==> src/rtl/opb_regbank_pkg.sv <==
// Shared types and helpers for the OPB register bank.
// Holds bus widths, FSM encoding and the byte-lane merge.
package opb_regbank_pkg;

  localparam int OPB_DW = 32;
  localparam int OPB_BL = 4;

  typedef enum logic {
    ST_IDLE,
    ST_ACK
  } state_t;

  // be[0] is the most significant lane (OPB big-endian numbering).
  function automatic logic [OPB_DW-1:0] be_merge(
    input logic [OPB_DW-1:0] old,
    input logic [OPB_DW-1:0] wdata,
    input logic [0:OPB_BL-1] be
  );
    logic [OPB_DW-1:0] r;
    r = old;
    for (int k = 0; k < OPB_BL; k++) begin
      if (be[k]) begin
        r[OPB_DW-1-8*k -: 8] = wdata[OPB_DW-1-8*k -: 8];
      end
    end
    return r;
  endfunction

endpackage

==> src/rtl/opb_regbank_cell.sv <==
// One control register: byte-lane write, optional self-clear, write strobe.
// Ports: clk, rst, wr_en, be, wdata in; q, wr_stb out.
module opb_regbank_cell
  import opb_regbank_pkg::*;
#(
  parameter bit PULSE = 1'b0
) (
  input  logic              clk,
  input  logic              rst,
  input  logic              wr_en,
  input  logic [0:OPB_BL-1] be,
  input  logic [OPB_DW-1:0] wdata,
  output logic [OPB_DW-1:0] q,
  output logic              wr_stb
);

  // A pulse register only ever holds a value for the cycle after a
  // write, so clearing it on every non-write edge is sufficient.
  always_ff @(posedge clk or posedge rst) begin
    if (rst) begin
      q      <= '0;
      wr_stb <= 1'b0;
    end else begin
      wr_stb <= wr_en;
      if (wr_en) begin
        q <= be_merge(q, wdata, be);
      end else if (PULSE) begin
        q <= '0;
      end
    end
  end

endmodule

==> src/rtl/opb_register_bank_ppc2simulink.sv <==
// OPB slave exposing C_NUM_REGS 32-bit control registers to fabric.
// Ports: OPB slave bus in/out; user_data_out and user_wr_stb to fabric.
module opb_register_bank_ppc2simulink
  import opb_regbank_pkg::*;
#(
  parameter logic [31:0] C_BASEADDR   = 32'h010B2400,
  parameter logic [31:0] C_HIGHADDR   = 32'h010B24FF,
  parameter int          C_OPB_AWIDTH = 32,
  parameter int          C_OPB_DWIDTH = 32,
  parameter int          C_NUM_REGS   = 4,
  parameter logic [63:0] C_PULSE_MASK = '0
) (
  input  logic                       OPB_Clk,
  input  logic                       OPB_Rst,
  input  logic [0:C_OPB_AWIDTH-1]    OPB_ABus,
  input  logic [0:OPB_BL-1]          OPB_BE,
  input  logic [0:C_OPB_DWIDTH-1]    OPB_DBus,
  input  logic                       OPB_RNW,
  input  logic                       OPB_select,
  input  logic                       OPB_seqAddr,
  output logic [0:C_OPB_DWIDTH-1]    Sl_DBus,
  output logic                       Sl_errAck,
  output logic                       Sl_retry,
  output logic                       Sl_toutSup,
  output logic                       Sl_xferAck,
  output logic [32*C_NUM_REGS-1:0]   user_data_out,
  output logic [C_NUM_REGS-1:0]      user_wr_stb
);

  localparam int IW = (C_NUM_REGS > 1) ? $clog2(C_NUM_REGS) : 1;

  state_t            state_q;
  state_t            state_d;
  logic [31:0]       offset;
  logic              hit;
  logic              in_rng;
  logic [IW-1:0]     idx;
  logic [IW-1:0]     idx_q;
  logic              in_rng_q;
  logic              rnw_q;
  logic [0:OPB_BL-1] be_q;
  logic [OPB_DW-1:0] wd_q;
  logic [OPB_DW-1:0] rd_q;
  logic              ack;
  logic              wr_go;
  logic [OPB_DW-1:0] regs [C_NUM_REGS];
  logic              unused_ok;

  assign offset = OPB_ABus - C_BASEADDR;
  assign hit    = OPB_select &&
                  (OPB_ABus >= C_BASEADDR) &&
                  (OPB_ABus <= C_HIGHADDR);
  assign in_rng = offset[31:2] < 30'(C_NUM_REGS);
  assign idx    = offset[IW+1:2];

  assign unused_ok = ^{OPB_seqAddr, offset[1:0]};

  always_ff @(posedge OPB_Clk or posedge OPB_Rst) begin
    if (OPB_Rst) begin
      state_q <= ST_IDLE;
    end else begin
      state_q <= state_d;
    end
  end

  always_comb begin
    state_d = state_q;
    unique case (state_q)
      ST_IDLE: if (hit) state_d = ST_ACK;
      ST_ACK:  state_d = ST_IDLE;
      default: state_d = ST_IDLE;
    endcase
  end

  // Beat is captured whole at the hit so the ACK cycle does not
  // depend on the master holding address/data stable.
  always_ff @(posedge OPB_Clk or posedge OPB_Rst) begin
    if (OPB_Rst) begin
      idx_q    <= '0;
      in_rng_q <= 1'b0;
      rnw_q    <= 1'b0;
      be_q     <= '0;
      wd_q     <= '0;
      rd_q     <= '0;
    end else if (state_q == ST_IDLE && hit) begin
      idx_q    <= idx;
      in_rng_q <= in_rng;
      rnw_q    <= OPB_RNW;
      be_q     <= OPB_BE;
      wd_q     <= OPB_DBus;
      rd_q     <= in_rng ? regs[idx] : '0;
    end
  end

  // A master dropping select during ACK aborts the beat.
  always_comb begin
    ack        = (state_q == ST_ACK) && OPB_select;
    wr_go      = ack && !rnw_q && in_rng_q;
    Sl_xferAck = ack;
    Sl_DBus    = (ack && rnw_q) ? rd_q : '0;
    Sl_errAck  = 1'b0;
    Sl_retry   = 1'b0;
    Sl_toutSup = 1'b0;
  end

  for (genvar i = 0; i < C_NUM_REGS; i++) begin : g_reg
    opb_regbank_cell #(
      .PULSE (C_PULSE_MASK[i])
    ) u_cell (
      .clk    (OPB_Clk),
      .rst    (OPB_Rst),
      .wr_en  (wr_go && (idx_q == IW'(i))),
      .be     (be_q),
      .wdata  (wd_q),
      .q      (regs[i]),
      .wr_stb (user_wr_stb[i])
    );
    assign user_data_out[32*i +: 32] = regs[i];
  end

endmodule

==> config.mk <==
export PLATFORM = sky130hd
export DESIGN_NAME = opb_register_bank_ppc2simulink
export DESIGN_NICKNAME = d
export VERILOG_FILES = /design/src/rtl/opb_regbank_pkg.sv /design/src/rtl/opb_regbank_cell.sv /design/src/rtl/opb_register_bank_ppc2simulink.sv
export SDC_FILE = /design/constraint.sdc
export NUM_CORES = 1
export LEC_CHECK = 0
export ABC_AREA = 0
export BUFFER_PORTS_ARGS = -buffer_cell sky130_fd_sc_hd__buf_2
export CORE_ASPECT_RATIO = 1.5
export CORE_MARGIN = 3
export CORE_UTILIZATION = 57
export CTS_CLUSTER_DIAMETER = 60
export DETAILED_ROUTE_END_ITERATION = 8
export GPL_ROUTABILITY_DRIVEN = 0
export PLACE_DENSITY = 0.95
export REMOVE_ABC_BUFFERS = 1
export SYNTH_ARGS = -nofsm -noshare
export SYNTH_HDL_FRONTEND = slang
export SYNTH_HIERARCHICAL = 1
export SYNTH_SLANG_ARGS = --single-unit
export TNS_END_PERCENT = 10
==> constraint.sdc <==
create_clock -name OPB_Clk -period 8.3 [get_ports OPB_Clk]
set_input_delay 2.49 -clock OPB_Clk [delete_from_list [all_inputs] [get_ports OPB_Clk]]
set_output_delay 2.49 -clock OPB_Clk [all_outputs]
set_load 0.02 [all_outputs]
=== Word-level counts from Yosys, hierarchy flattened ===
Cells that the tools add are included.

* $lt $le $gt $ge: 4
* Add/subtract/negate cells: 1
* Multiplexer cells: 7
* Reduce and logical (&&, ||, !) cells: 29
* Bitwise gates (word level): 2
* Shift-type cells: 0
* Div/mod/pow operators: 0
* Equal/unequal tests: 3
* $mul: 0

{| class="wikitable"
|+ Operators by type and width
! cell !! count
|-
| 2-to-1 mux 32 bit || 4
|-
| binary-select mux 32 bit (select 2 bit) || 1
|-
| >= comparator 32 x 25 -> 1 bit, second input constant || 1
|-
| less-or-equal comparator 32 x 25 -> 1 bit, second input constant || 1
|-
| AND reduction 2 bit || 16
|-
| subtractor 32 x 25 -> 32 bit, second input constant || 1
|-
| < comparator 30 x 3 -> 1 bit, second input constant || 1
|-
| logical AND 1 bit || 11
|-
| == test 2 bit, second input constant || 2
|-
| >= comparator 3 bit, second input constant || 1
|-
| NOT 2 -> 3 bit || 1
|-
| == test 2 x 1 -> 1 bit, second input constant || 1
|-
| logical NOT 2 bit || 1
|-
| one-hot mux 1 bit (2 select lines) || 1
|-
| logical NOT 1 bit || 1
|-
| 2-to-1 mux 1 bit || 1
|-
| NOT 1 bit || 1
|}

* Bits in writable memories: 0
* Flip-flop bits (word level): 205
* Memories kept: 0
* Logic and storage cells: 73
* Output and inout bits: 168
* Memory bits (read-only): 0
* Bits in latches: 0
* Input bits: 73

=== Depth between registers and ports, before layout ===
Gate-level depths: netlist of the first run.

* Word-level depth: 6
* Mapped depth: 7
* Mapped depth without buffers: 6

=== Hierarchy ===
The synthesis of the first run kept the hierarchy.

{| class="wikitable"
|+ Modules (own cells, without submodules)
! module !! cells each !! times used !! sequential area each (µm²) !! area each (µm²)
|-
| opb_regbank_cell || 70 || 4 || 825.8 || 1214.9
|-
| opb_register_bank_ppc2simulink || 274 || 1 || 1826.8 || 4011.3
|}

=== Worst setup path before layout of the first run ===
OpenSTA, ideal clock, no wires.

* Kind: in2out
* Start point: input OPB_select
* End point: output Sl_DBus[0] (netlist name)
* Arrival: 3.136 ns
* Cell stages on the path: 3
* Setup slack: 2.674 ns
* Buffers on the path: 1
* Required time: 5.810 ns
* Path through: and3_1 -> clkbuf_1 -> and2_1

* Word-level cells in the longest chain between the ends: 3

{| class="wikitable"
|+ Ends and longest elaborated chain
! what !! line !! text
|-
| from (decl) || opb_register_bank_ppc2simulink.sv:19 || <nowiki>input logic OPB_select,</nowiki>
|-
| logical AND 1 bit || opb_register_bank_ppc2simulink.sv:97 || <nowiki>ack = (state_q == ST_ACK) && OPB_select;</nowiki>
|-
| logical AND 1 bit || opb_register_bank_ppc2simulink.sv:100 || <nowiki>Sl_DBus = (ack && rnw_q) ? rd_q : '0;</nowiki>
|-
| 2-to-1 mux 32 bit || opb_register_bank_ppc2simulink.sv:100 ||
|-
| to (decl) || opb_register_bank_ppc2simulink.sv:21 || <nowiki>output logic [0:C_OPB_DWIDTH-1] Sl_DBus,</nowiki>
|}

No other way between the ends.

=== Worst setup path in the final report of the first run ===
* Start point: input OPB_select
* End point: output Sl_DBus[10] (netlist name)

The elaborated chain is that of the path after synthesis.

==> flow_summary.toml, run 1 <==
[clock_tree]
worst_setup_hold_path_clk_slew_ns = 0.06
postCtsHoldBufs = 0
root_buffer = "clkbuf_16"
clk_path_buf_depth = 3
cts_sinks = 205
numCtsBuffers = 20
insertion_delay_ns = 0.48
ctsResizeCount = 0
postCtsSetupRepairBufs = 0
cts_tree = "done"
h-tree-depth = 1

[layout]
fin_util_pct = 71.8
seq_area_um2 = 5130
finalNetCount = 864
multi_input_area_um2 = 3570
finalInstanceArea_um2 = 10900
drive_gt1_share_pct = 61.3
n_fill_cell = 978
syn2layout_area_growth_pct = 22.6

[timing]
skew_ns = 0.00844
slew_viol_final = 0
finalHoldViolations = 0
period_needed_ns = 6.48
min_period_over_period_pct = 78.1
grt_setup_unrepaired = "false"
max_freq_ghz = 0.154
max-slew-margin-rel_pct = 18.1
setup_tns_ns = 0
finalSetupViolCount = 0
tightest_slew_ns = 1.23

[routing]
vias = 5920
drt.antenna.violating_nets = 0
routed_wire_length_per_instance_um = 23.5
drc = 0
finalWirelength_mm = 23.6
drt_first_pass_iters = 4
first_iter_violations = 328
vias_per_cell = 5.90

[power]
ir_drop_mv = 0.168
power_density_nw_per_um2 = 184
power.leakage_nw = 6.09

[logic_synthesis]
synth_top_family_by_area = "multiplexers"
synth-async-reset-ratio_pct = 100
synth-simple-area-share_pct = 5.20
synth_ff_type = "dfrtp_1"
yosysUniqueCellTypes = 32
synth_compound_area_share_pct = 3.84
yosysSeqAreaShare_pct = 57.8
synth-xor-area-share_pct = 0
ys_seq_elements = 205
synth.area.mux_share_pct = 31.0
synth-adder-area-share_pct = 0
synth_edf_count = 0
syn_area_per_cell_um2 = 16.0
syn-instance-count = 554
syn-cell-area_um2 = 8870
yosys_warnings = 6

[setup_path]
r2r-start = "state_q$_DFF_PP0_"
cp.required_ns = 5.81
r2r_cells = 6
timing.rr.end = "wd_q[29]$_DFFE_PP0P_"
worstPathCellList = "buf_2 > and3_1 > and2_1 > buf_2"
regToRegSetupSlack_ns = 5.35
cp-start-kind = "input port"
crit_path_top_delay_cell = "and3_1"
slowest_delay_ns = 0.98
crit_top_cell = "buf_2"
critPathArrivalTime_ns = 3.99
criticalPathCategory = "input port to output pin"
worstSetupEndpointType = "output pin"
crit_fanout = 32

[floorplan]
ioPinCount = 241
fp.dieArea_um2 = 17100
rows = 55
core_area_um2 = 15100
initial_core_util_pct = 58.6
dieWidth_um = 108
fp.dieH_um = 159

[place]
place_hpwl_mm = 15.2
placed_cell_area_um2 = 10200
io_buffers = 234

[global_route]
grt_max_degree = 42
grt_pass1_vias = 6419
overflow = 0
track_usage_pct = 27.8
antenna_found_initial = 2
grt_pass1_wl_mm = 36.4

[worst_hold_path]
min_from = "rd_q[3]$_DFFE_PP0P_"
hold_end = "rd_q[3]$_DFFE_PP0P_"
hold_depth = 1
min_path_type = "flip-flop to flip-flop"

[job]
max_cap_viol_count = 0

[run_status]
status = "complete, no violations"
## synth_stat cells (2+ instances only)
master,instances,area [µm²]
a22o_1,32,280
and2_1,33,206
and3_1,2,12.5
buf_2,6,30.0
buf_4,3,22.5
buf_6,5,56.3
clkbuf_1,11,41.3
dfrtp_1,205,5130
inv_1,9,33.8
mux2_2,131,1480
mux2_4,37,556
mux4_2,32,721
nand2_1,4,15.0
nand2_2,16,100
nand4b_1,2,17.5
nor2_1,5,18.8
nor3_1,2,10.0
nor4b_1,2,17.5
or4_1,4,30.0
## registers in the layout, indices dropped and copies added (netlist names)
| register | flops |
|---|---|
| idx_q | 2 |
| g.u_cell/q | 128 |
| g.u_cell/wr_stb | 4 |
| rd_q | 32 |
| in_rng_q | 1 |
| state_q | 1 |
| be_q | 4 |
| wd_q | 32 |
| rnw_q | 1 |
## final cells by class
class | count | area share [%]
Antenna cell | 1 | 0.0230
Inverter | 9 | 0.322
Clock inverter | 4 | 0.679
Multi-Input combinational cell | 317 | 32.9
Tap cell | 199 | 2.29
Sequential cell | 205 | 47.2
Timing Repair Buffer | 238 | 11.0
Clock buffer | 30 | 5.60
## routing by layer
layer / global-route usage [%] / vias up / part of all wire, %
li1: - / 2529 / -
met1: 33.6 / 3081 / 38
met2: 49.8 / 252 / 54
met3: 3.21 / 58 / 5.4
met4: 11.2 / 0 / 3.4
met5: 0 / - / 0
## through the flow
step	setup WS, ns	hold slack (ns)	std cells	power [mW]
2_1_floorplan	2.54	0.465	531	1.04
3_3_place_gp	1.89	0.480	968	1.08
3_5_place_dp	1.75	0.483	968	1.08
4_1_cts	1.75	0.501	1002	2.02
5_1_grt	1.71	0.515	1003	2.06
6_report	1.82	0.499	1003	2.00
## critical path: cells and delay by family
family        cells  cell delay (ns)
buf+inv           2             0.27
simple gates      2             1.23
## power breakdown
group	switching [mW]	internal (mW)
combinational	0.0435	0.0207
clock	0.370	0.569
sequential	0.000540	0.999
total	0.414	1.59
## how the worst max path moves through the flow
stage                       from                  end  cells after the start
floorplan           OPB_ABus[16]  wd_q[4]$_DFFE_PP0P_                      5
global placement      OPB_select          Sl_DBus[28]                      4
detailed placement    OPB_select           Sl_DBus[8]                      4
CTS                   OPB_select           Sl_DBus[8]                      4
global route          OPB_select          Sl_DBus[26]                      4
finish                OPB_select          Sl_DBus[10]                      4
## cell families (layout without fill, tap and decap cells)
| family | count (synthesis) | after routing |
|---|---|---|
| AOI/OAI and AO/OA | 39 | 39 |
| buffers and inverters | 34 | 281 |
| DFF | 205 | 205 |
| muxes | 200 | 200 |
| other | 1 | 4 |
| and+or+nand+nor | 75 | 75 |
## cells in the final DEF, fill, tap and decap left out, drive strengths merged
| cell | synthesis | final |
|---|---|---|
| o311ai | 1 | 1 |
| a31oi | 1 | 1 |
| or2 | 1 | 1 |
| inv | 9 | 9 |
| mux4 | 32 | 32 |
| nor3 | 2 | 2 |
| a22o | 32 | 32 |
| o2111ai | 1 | 1 |
| mux2 | 168 | 168 |
| nand3 | 1 | 1 |
| nor2 | 5 | 5 |
| a211oi | 2 | 2 |
| nor4 | 1 | 1 |
| dfrtp | 205 | 205 |
| and3b | 1 | 1 |
| nand2 | 20 | 20 |
| clkbuf | 11 | 30 |
| and3 | 2 | 2 |
| and2 | 33 | 33 |
| nand4b | 2 | 2 |
| buf | 14 | 238 |
| o21ai | 1 | 1 |
| bufinv | 0 | 2 |
| diode | 0 | 1 |
| nor4b | 2 | 2 |
| o221a | 1 | 1 |
| conb | 1 | 3 |
| nor3b | 1 | 1 |
| or4 | 4 | 4 |
| clkinv | 0 | 2 |
Power figures use the tool's default switching activity.
==> run 2: changes to the inputs <==
--- a/config.mk
+++ b/config.mk
@@ -9,11 +9,11 @@
 export BUFFER_PORTS_ARGS = -buffer_cell sky130_fd_sc_hd__buf_2
 export CORE_ASPECT_RATIO = 1.5
 export CORE_MARGIN = 3
-export CORE_UTILIZATION = 57
+export CORE_UTILIZATION = 53
 export CTS_CLUSTER_DIAMETER = 60
 export DETAILED_ROUTE_END_ITERATION = 8
 export GPL_ROUTABILITY_DRIVEN = 0
-export PLACE_DENSITY = 0.95
+export PLACE_DENSITY = 0.92
 export REMOVE_ABC_BUFFERS = 1
 export SYNTH_ARGS = -nofsm -noshare
 export SYNTH_HDL_FRONTEND = slang
==> constraint.sdc (replaced) <==
create_clock -name OPB_Clk -period 6.8 [get_ports OPB_Clk]
set_input_delay 2.04 -clock OPB_Clk [delete_from_list [all_inputs] [get_ports OPB_Clk]]
set_output_delay 2.04 -clock OPB_Clk [all_outputs]
set_load 0.02 [all_outputs]
==> run 2 against run 1 <==
  * Global-route usage decreased by 2.5 points
  * Non-clock buffer count increased by 1
  * First-iteration DRC count increased by 14%
  * Final cell count increased by 0.90%
  * Critical path type unchanged
  * Highest routed layer is now met5
==> flow_summary.toml, run 2 (same netlist as run 1, synthesis figures left out) <==
[run_status]
status = "complete, no violations"

[setup_path]
cp.depth = 5
criticalPathCategory = "input port to output pin"
crit_path_top_delay_cell = "and3_1"
r2r_cells = 6
cp-start-kind = "input port"
critPathArrivalTime_ns = 3.45
slowest_delay_ns = 0.69
crit_buf_inv = 3
worstPathCellList = "buf_2 > and3_1 > buf_4 > and2_1 > buf_2"
crit_fanout = 20
crit_family = "simple AND/OR/NAND/NOR gates"
worstSetupEndpointType = "output pin"
cp.required_ns = 4.76
crit_top_cell = "buf_2"

[timing]
max-slew-margin-rel_pct = 32.3
skew_ns = 0.0100
grt_setup_unrepaired = "false"
period_needed_ns = 5.49
setup_tns_ns = 0
finalSetupViolCount = 0
min_period_over_period_pct = 80.7
finalHoldViolations = 0
slew_viol_final = 0
setup_slack_ns = 1.31
tightest_slew_ns = 1.01
max_freq_ghz = 0.182

[global_route]
grt_pass1_wl_mm = 36.2
grt_max_degree = 59
antenna_found_initial = 1
track_usage_pct = 25.3
grt_pass1_vias = 6289
overflow = 0

[floorplan]
fp.dieH_um = 164
dieWidth_um = 112
ioPinCount = 241
core_area_um2 = 16300
fp.dieArea_um2 = 18400
initial_core_util_pct = 54.3
rows = 57

[power]
power.internal_mw = 1.88
power.leakage_nw = 6.09
power_density_nw_per_um2 = 219
combPwrFrac_pct = 3.3
netSwitchingFraction_pct = 21.1
pwr-share-seq_pct = 51.3
ir_drop_mv = 0.192
clkPwrFrac_pct = 45.4
p_sw_mw = 0.503

[routing]
finalWirelength_mm = 23.3
vias = 5852
drc = 0
first_iter_violations = 373
drt.antenna.violating_nets = 0
routed_wire_length_per_instance_um = 23.0
vias_per_cell = 5.78
drt_first_pass_iters = 4

[clock_tree]
postCtsSetupRepairBufs = 0
numCtsBuffers = 20
h-tree-depth = 1
insertion_delay_ns = 0.49
postCtsHoldBufs = 0
clk_path_buf_depth = 3
cts_sinks = 205
worst_setup_hold_path_clk_slew_ns = 0.06
ctsResizeCount = 0
cts_tree = "done"
root_buffer = "clkbuf_16"

[layout]
finalNetCount = 865
largest_reg_flops = 128
antennaDiodeCount = 0
top_register = "g.u_cell/q"
n_fill_cell = 1159
final_cell_mix = "234 x buf_2, 205 x dfrtp_1, 131 x mux2_2, 37 x mux2_4, 33 x and2_1"
reg_top3 = "g.u_cell/q: 128 flops, rd_q: 32 flops, wd_q: 32 flops"
finalInstanceArea_um2 = 10900
final_common_cell = "buf_2"
syn2layout_area_growth_pct = 22.4
drive_gt1_share_pct = 61.4

[worst_hold_path]
min_path_type = "flip-flop to flip-flop"
hold_depth = 1

[job]
max_cap_viol_count = 0

[place]
pre_cts_ws_ns = 1.28
placed_cell_area_um2 = 10200
place_hpwl_mm = 15.4
io_buffers = 234
==> run 2: power by group through the flow <==
stage	Sequential (mW)	Combinational, mW	Clock [mW]
floorplan	1.24	0.0314	0
global placement	1.24	0.0782	0
detailed placement	1.24	0.0800	0
CTS	1.22	0.0801	1.10
global route	1.22	0.0861	1.15
finish	1.22	0.0774	1.08
==> run 2: final timing paths <==
path | start | endpoint | slack, ns
worst max-delay path | OPB_select | Sl_DBus[28] | 1.31
worst min-delay path | rd_q[30]$_DFFE_PP0P_ | rd_q[30]$_DFFE_PP0P_ | 0.50
max in group asynchronous | OPB_Rst | wd_q[20]$_DFFE_PP0P_ | 4.07
worst min register to register | rd_q[30]$_DFFE_PP0P_ | rd_q[30]$_DFFE_PP0P_ | 0.50
min in group asynchronous | OPB_Rst | wd_q[1]$_DFFE_PP0P_ | 1.66
worst max register to register | state_q$_DFF_PP0_ | wd_q[24]$_DFFE_PP0P_ | 3.61
==> run 2: layout make-up <==
class	instances	area [µm²]	share of cell area (%)
Multi-Input combinational cell	317	3570	32.9
Timing Repair Buffer	239	1210	11.1
Clock inverter	5	27.5	0.254
Sequential cell	205	5130	47.3
Clock buffer	31	623	5.74
Tap cell	206	258	2.37
Inverter	9	35.0	0.323
==> run 2: layer usage <==
layer	track usage, %	wire length, µm
met1	31.5	8710
met4	8.02	570
met5	0	13
met3	3.08	1140
met2	46.2	12900
==> run 2: through the flow <==
step | hold WS, ns | power [mW] | util (%) | std cells
global route | 0.511 | 2.45 | 66.5 | 1012
floorplan | 0.465 | 1.27 | - | 531
CTS | 0.505 | 2.40 | 66.5 | 1012
detailed placement | 0.486 | 1.32 | 62.5 | 976
finish | 0.503 | 2.38 | 66.5 | 1012
global placement | 0.479 | 1.32 | 62.5 | 976
==> run 3: changes to the inputs <==
==> constraint.sdc (replaced) <==
create_clock -name OPB_Clk -period 5.2 [get_ports OPB_Clk]
set_input_delay 1.56 -clock OPB_Clk [delete_from_list [all_inputs] [get_ports OPB_Clk]]
set_output_delay 1.56 -clock OPB_Clk [all_outputs]
set_load 0.02 [all_outputs]
==> run 3 against run 2 <==
  * Routed wire length grew 2.8%
  * Global-route usage grew 0.63 points
  * Via count grew 1.8%
  * Power grew 35%
  * Worst hold slack lost 0.0040 ns
==> flow_summary.toml, run 3 (same netlist as run 1, synthesis figures left out) <==
[run_status]
status = "complete, no violations"

[layout]
final_common_cell = "buf_2"
finalInstanceArea_um2 = 10900
syn2layout_area_growth_pct = 23.0
final_cell_mix = "234 x buf_2, 205 x dfrtp_1, 131 x mux2_2, 37 x mux2_4, 33 x and2_1"
reg_top3 = "g.u_cell/q: 128 flops, rd_q: 32 flops, wd_q: 32 flops"
fin_util_pct = 66.8
largest_reg_flops = 128
top_register = "g.u_cell/q"
drive_gt1_share_pct = 61.5
finalNetCount = 865

[routing]
routed_wire_length_per_instance_um = 23.6
wl_met1_mm = 8.83
first_iter_violations = 310
drc = 0
drt.antenna.violating_nets = 0
wl_met3_mm = 1.19
finalWirelength_mm = 24.0
routed-wl-met2_mm = 13.0
drt_first_pass_iters = 4
top_layer = "met5"
vias_per_cell = 5.87
vias = 5956

[clock_tree]
cts_tree = "done"
h-tree-depth = 1
root_buffer = "clkbuf_16"
insertion_delay_ns = 0.48
postCtsSetupRepairBufs = 0
worst_setup_hold_path_clk_slew_ns = 0.06
postCtsHoldBufs = 0
numCtsBuffers = 20
ctsResizeCount = 0
cts_sinks = 205
clk_path_buf_depth = 3

[timing]
slew_viol_final = 0
finalSetupViolCount = 0
setup_tns_ns = 0
finalHoldViolations = 0
setup_slack_ns = 1.09
max_freq_ghz = 0.243
tightest_slew_ns = 1.04
min_period_over_period_pct = 79.1
grt_setup_unrepaired = "false"
max-slew-margin-rel_pct = 30.4
skew_ns = 0.00611
period_needed_ns = 4.11

[setup_path]
crit_buf_inv = 3
cp.required_ns = 3.64
worstSetupEndpointType = "output pin"
crit_family = "buffers and inverters"
timing.rr.end = "wd_q[27]$_DFFE_PP0P_"
slowest_delay_ns = 0.35
critPathArrivalTime_ns = 2.55
r2r_cells = 6
r2r-start = "state_q$_DFF_PP0_"
crit_fanout = 32
regToRegSetupSlack_ns = 2.17
crit_path_top_delay_cell = "buf_4"
cp-start-kind = "input port"
crit_top_cell = "buf_2"
criticalPathCategory = "input port to output pin"
worstPathCellList = "buf_2 > and3_1 > buf_4 > and2_1 > buf_2"

[worst_hold_path]
min_from = "rd_q[30]$_DFFE_PP0P_"
hold_end = "rd_q[30]$_DFFE_PP0P_"
hold_depth = 1
min_path_type = "flip-flop to flip-flop"

[floorplan]
fp.dieH_um = 164
ioPinCount = 241
fp.dieArea_um2 = 18400
core_area_um2 = 16300
initial_core_util_pct = 54.3
dieWidth_um = 112
rows = 57

[global_route]
track_usage_pct = 26.0
overflow = 0
grt_pass1_vias = 6452
grt_pass1_wl_mm = 36.7
antenna_found_initial = 1
grt_max_degree = 54

[place]
placed_cell_area_um2 = 10200
place_hpwl_mm = 15.4
pre_cts_ws_ns = 0.879
io_buffers = 234

[power]
power.leakage_nw = 6.11
power_density_nw_per_um2 = 295
ir_drop_mv = 0.254

[job]
max_cap_viol_count = 0
## run 3: cell types whose count changed in the layout (fill, tap and decap cells not counted)
cell,delta
clkinv_4,+1
clkbuf_1,-1
clkbuf_8,-1
clkinv_2,-1
bufinv_16,+2
diode_2,+2
## run 3: worst reg2reg max path: stages, from the launching register on
cell and delay, ns:
dfrtp_1 0.38, nor4b_1 0.48, o311ai_0 0.21, or4_1 0.51
or2_4 0.54, buf_4 0.44, mux2_4 0.37
## run 3: power by group
group	internal (mW)	switching [mW]	total, mW
registers	1.60	0.000856	1.60
logic	0.0331	0.0700	0.103
clock network	0.911	0.605	1.52
total	2.54	0.676	3.21
## run 3: how the worst max path moves through the flow
stage	cells past startpoint	endpoint	start	slack, ns
after global placement	7	wd_q[30]$_DFFE_PP0P_	OPB_ABus[2]	0.90
after global routing	5	Sl_DBus[9]	OPB_select	1.02
final	5	Sl_DBus[23]	OPB_select	1.09
after CTS	5	Sl_DBus[23]	OPB_select	1.10
after floorplan	5	wd_q[4]$_DFFE_PP0P_	OPB_ABus[16]	0.37
after detailed placement	7	wd_q[27]$_DFFE_PP0P_	OPB_ABus[2]	0.88
## run 3: area by class of cell
cell class	count	area [µm²]
well taps	206	258
clock buffers	29	606
clock inverters	7	91.3
multi-input cells	317	3570
flip-flops and latches	205	5130
repair buffers	239	1210
inverters	9	35.0
fillers	1151	5420
diodes	2	5.00
## run 3: stage by stage
step,total power [mW],cells,hold WS [ns]
3_5_place_dp,1.73,976,0.485
2_1_floorplan,1.67,531,0.465
3_3_place_gp,1.73,976,0.479
5_1_grt,3.31,1012,0.509
4_1_cts,3.24,1012,0.501
6_report,3.21,1014,0.499
## run 3: routing by layer
layer  vias up  track usage (%)
met5         -                0
met4         2             11.6
met3        72             4.07
met2       252             46.9
met1      3104             30.6
li1       2526                -
